### src/rtl/uart_tx.sv
// 8N1/8N2 UART transmitter: accepts a byte on tx_valid & tx_ready, first start-bit clock follows the accepting edge.
// Frame takes (9+STOP_BITS)*CLKS_PER_BIT cycles; tx_ready stays low until the last stop bit ends.
module uart_tx #(
  parameter int CLKS_PER_BIT = 52,
  parameter int STOP_BITS    = 1
) (
  input  logic       clk,
  input  logic       rst,
  input  logic [7:0] tx_data,
  input  logic       tx_valid,
  output logic       tx_ready,
  output logic       tx,
  output logic       tx_busy,
  output logic       tx_done
);

  localparam int            CW        = (CLKS_PER_BIT > 1) ? $clog2(CLKS_PER_BIT) : 1;
  localparam logic [CW-1:0] BAUD_LAST = CW'(CLKS_PER_BIT - 1);
  localparam logic [CW-1:0] BAUD_ONE  = CW'(1);
  localparam logic          STOP_LAST = 1'(STOP_BITS - 1);

  typedef enum logic [1:0] {
    IDLE,
    START,
    DATA,
    STOP
  } state_t;

  state_t        state_q, state_d;
  logic [CW-1:0] baud_q, baud_d;
  logic [2:0]    bit_q, bit_d;
  logic          stop_q, stop_d;
  logic [7:0]    shift_q, shift_d;
  logic          tx_q, tx_d;
  logic          ready_q, ready_d;
  logic          done_q, done_d;
  logic          baud_end;

  assign baud_end = (baud_q == BAUD_LAST);

  always_ff @(posedge clk or posedge rst) begin
    if (rst) begin
      state_q <= IDLE;
      baud_q  <= '0;
      bit_q   <= '0;
      stop_q  <= 1'b0;
      shift_q <= '0;
      tx_q    <= 1'b1;
      ready_q <= 1'b1;
      done_q  <= 1'b0;
    end else begin
      state_q <= state_d;
      baud_q  <= baud_d;
      bit_q   <= bit_d;
      stop_q  <= stop_d;
      shift_q <= shift_d;
      tx_q    <= tx_d;
      ready_q <= ready_d;
      done_q  <= done_d;
    end
  end

  // The line level for the next bit is registered on the same edge that ends the
  // current bit, so tx never has a combinational path from any input.
  always_comb begin
    state_d = state_q;
    baud_d  = baud_q;
    bit_d   = bit_q;
    stop_d  = stop_q;
    shift_d = shift_q;
    tx_d    = tx_q;
    ready_d = ready_q;
    done_d  = 1'b0;

    case (state_q)
      IDLE: begin
        tx_d    = 1'b1;
        ready_d = 1'b1;
        if (tx_valid && ready_q) begin
          shift_d = tx_data;
          baud_d  = '0;
          tx_d    = 1'b0;
          ready_d = 1'b0;
          state_d = START;
        end
      end

      START: begin
        if (baud_end) begin
          baud_d  = '0;
          tx_d    = shift_q[0];
          bit_d   = '0;
          state_d = DATA;
        end else begin
          baud_d = baud_q + BAUD_ONE;
        end
      end

      DATA: begin
        if (baud_end) begin
          baud_d = '0;
          if (bit_q == 3'd7) begin
            tx_d    = 1'b1;
            stop_d  = 1'b0;
            state_d = STOP;
          end else begin
            shift_d = {1'b0, shift_q[7:1]};
            tx_d    = shift_q[1];
            bit_d   = bit_q + 3'd1;
          end
        end else begin
          baud_d = baud_q + BAUD_ONE;
        end
      end

      STOP: begin
        if (baud_end) begin
          baud_d = '0;
          if (stop_q == STOP_LAST) begin
            state_d = IDLE;
            ready_d = 1'b1;
            done_d  = 1'b1;
          end else begin
            stop_d = 1'b1;
          end
        end else begin
          baud_d = baud_q + BAUD_ONE;
        end
      end

      default: begin
        state_d = IDLE;
        tx_d    = 1'b1;
        ready_d = 1'b1;
      end
    endcase
  end

  assign tx       = tx_q;
  assign tx_ready = ready_q;
  assign tx_busy  = ~ready_q;
  assign tx_done  = done_q;

endmodule

### config.mk
export PLATFORM = sky130hd
export DESIGN_NAME = uart_tx
export DESIGN_NICKNAME = d
export VERILOG_FILES = /design/src/rtl/uart_tx.sv
export SDC_FILE = /design/constraint.sdc
export NUM_CORES = 1
export LEC_CHECK = 0
export ABC_AREA = 1
export CORE_MARGIN = 3
export CORE_UTILIZATION = 45
export DETAILED_ROUTE_END_ITERATION = 16
export GPL_ROUTABILITY_DRIVEN = 0
export PLACE_DENSITY = 0.65
export SLEW_MARGIN = 0
export SYNTH_ARGS = -nofsm -noshare
export SYNTH_HDL_FRONTEND = slang
export SYNTH_SLANG_ARGS = --single-unit
### constraint.sdc
create_clock -name clk -period 2.1 [get_ports clk]
set_clock_uncertainty 0.2 [all_clocks]
set_input_delay 0.315 -clock clk [delete_from_list [all_inputs] [get_ports clk]]
set_output_delay 0.315 -clock clk [all_outputs]
set_load 0.01 [all_outputs]
==> impl_metrics.tcl <==
set metrics [dict create \
    status "finished, final reports clean" \
    critPathSlowestCell "dfstp_2" \
    place_ws_ns 0.2149 \
    cp_slowest_stage_delay_ns 0.55 \
    synthCells 164 \
    n_antenna_cell 0 \
    worstPathCellList "clkdlybuf4s50_1" \
    slew_headroom 0.7643 \
    grt_pass1_wl_um 4567 \
    period_share 0.9080 \
    setup_violations 0 \
    avgRoutedWirePerCell_um 12.02 \
    clk_pin_slew_ns 0.12 \
    grtUsageTotal 0.1693 \
    clk_latency_ns 0.31 \
    gr-total-overflow 0 \
    multi_input_area_um2 671.9 \
    cts_resized 0 \
    fp.coreArea_um2 2613 \
    layout_setup_ws_ns 0.1933 \
    power.density_nw_per_um2 1400 \
    ctsHoldBuffers 0 \
    setup_tns_ns 0 \
    dieArea_um2 3579 \
    cts.sinks 22 \
    finish.utilization 0.5742 \
    placement.io_buffers 14 \
    yosysTopAreaCellShare 0.3839 \
    final_nets 201 \
    drive_above_1_share 0.1209 \
    synth_area_leaders "dfrtp_1 38%, nand2_1 20%, ha_1 6.7%" \
    worstMarginPinSlew_ns 0.3535 \
    max_cap_viol_count 0 \
    crit_fanout 2 \
    die_h_um 59.83 \
    ant_nets 0 \
    drt_first_iter_violations 52 \
    worst_setup_path_start_kind "flip-flop" \
    num_vias 1112 \
    cts_tree "yes" \
    p_leak_nw 0.7995 \
    crit_path_end_kind "primary output" \
    syn-mean-instance-area_um2 7.950 \
    antenna_found_initial 0 \
    die_x_um 59.83 \
    yosys_warnings 0 \
    max-vdd-ir-drop_v 0.0007321 \
    regArea_um2 553.0 \
    cts_buffers 3 \
    syn_nets 182 \
    fmax_mhz 524.5 \
    synth_seq_cells 22 \
    yosysSeqAreaShare 0.4242 \
    grt_start_max_net_pins 23 \
    nFillCells 255 \
    rsz0062_at_grt "false" \
    cts.htree.levels 1 \
    dp_hpwl_um 1971 \
    critPathKind "flip-flop to primary output" \
    cts-root-buf "clkbuf_4" \
    path_delay_family "flip-flops" \
    area_delta_synth_final_pct 15.07 \
    dr.pass1.iters 4 \
    wl_um 2549 \
    cp.buffers_inverters 1 \
    arrival_ns 1.39 \
    drv_slew 0 \
    period_needed_ns 1.907 \
    finalHoldViolCount 0 \
    syn_area_um2 1304 \
    initial_core_util 0.4990 \
    ios 15 \
    vias_per_cell 5.245 \
    yosysUniqueCellTypes 24 \
    synth_top_area_cell "dfrtp_1" \
    max-clock-path-buffers 2 \
    hp-class "input port to asynchronous set/reset pin" \
    fin_hold_ws_ns 0.1188 \
    rows 18 \
    grt_pass1_vias 1097 \
    post_cts_buffers 0 \
    crit_required_ns 1.58 \
    drc 0 \
]
[where the power goes]
group / internal (W) / switching [W]
clock network: 0.0000742 / 0.000128
logic: 0.000452 / 0.000684
registers: 0.000614 / 0.000147
total: 0.00114 / 0.000959
[registers in the layout, summed over array words and instances (netlist names)]
register,flops
baud_q,6
bit_q,3
shift_q,8
state_q,2
tx,1
tx_done,1
tx_ready,1
[final timing paths]
check	cells after the start	from	end	slack (ns)
setup / recovery	1	tx$_DFFE_PP1P_	tx	0.19
hold / removal	3	rst	baud_q[0]$_DFFE_PP0N_	0.12
setup reg to reg	7	state_q[0]$_DFFE_PP0P_	shift_q[7]$_DFFE_PP0P_	0.20
hold reg to reg	2	shift_q[3]$_DFFE_PP0P_	shift_q[3]$_DFFE_PP0P_	0.29
max in group asynchronous	3	rst	tx_ready$_DFFE_PP1P_	1.30
min in group clk	2	shift_q[3]$_DFFE_PP0P_	shift_q[3]$_DFFE_PP0P_	0.29
[cells in the mapped netlist, drive strengths merged]
cell type,n
a21oi,3
or2,1
inv,15
buf,2
a22o,1
nand3,10
nand4,8
nand2,74
nor2,10
xnor2,1
ha,7
dfstp,2
nand3b,1
dfrtp,20
o21ai,7
xor2,2
[kinds of logic after synthesis]
logic type / count (synthesis) / synth area share
DFF: 22 / 0.4242
buffers and inverters: 17 / 0.06046
xor gates and xnor gates: 3 / 0.02016
adders and majority gates: 7 / 0.06718
and+or+nand+nor: 104 / 0.3714
AOI/OAI and AO/OA: 11 / 0.05663
[cell type report]
cell class | instances | area share
Clock buffer | 4 | 0.01751
Inverter | 15 | 0.03753
Multi-Input combinational cell | 125 | 0.4479
Sequential cell | 22 | 0.3686
Tap cell | 30 | 0.02502
Timing Repair Buffer | 16 | 0.1034
[worst min-delay path, delay by kind of cell]
family   cells  cell delay (ns)
buf+inv      3             0.71
[placed cells by master, fill, tap and decap left out, types with 2 or more instances in the layout]
| cell type | n |
|---|---|
| a21oi_1 | 2 |
| buf_4 | 2 |
| clkbuf_4 | 3 |
| clkdlybuf4s50_1 | 14 |
| dfrtp_1 | 20 |
| dfstp_2 | 2 |
| ha_1 | 7 |
| inv_1 | 12 |
| inv_2 | 3 |
| nand2_1 | 70 |
| nand2_4 | 3 |
| nand3_1 | 9 |
| nand4_1 | 8 |
| nor2_1 | 6 |
| nor2_2 | 3 |
| o21ai_0 | 6 |
| xor2_1 | 2 |
[stage by stage]
stage / instance area (um2) / instances / power (W)
4_1_cts: 1500 / 212 / 0.002113
6_report: 1500 / 212 / 0.002100
3_3_place_gp: 1474 / 208 / 0.001881
5_1_grt: 1500 / 212 / 0.002340
3_5_place_dp: 1474 / 208 / 0.001912
2_1_floorplan: 1304 / 164 / 0.001648
[metal layers]
layer	wire [um]	share of wire	up-vias	GRT usage
li1	-	-	563	-
met1	1207	0.47	525	0.2113
met2	1226	0.48	19	0.2855
met3	78	0.031	5	0.02592
met4	37	0.015	0	0.07595
met5	0	0	-	0
(Power assumes the default switching activity.)
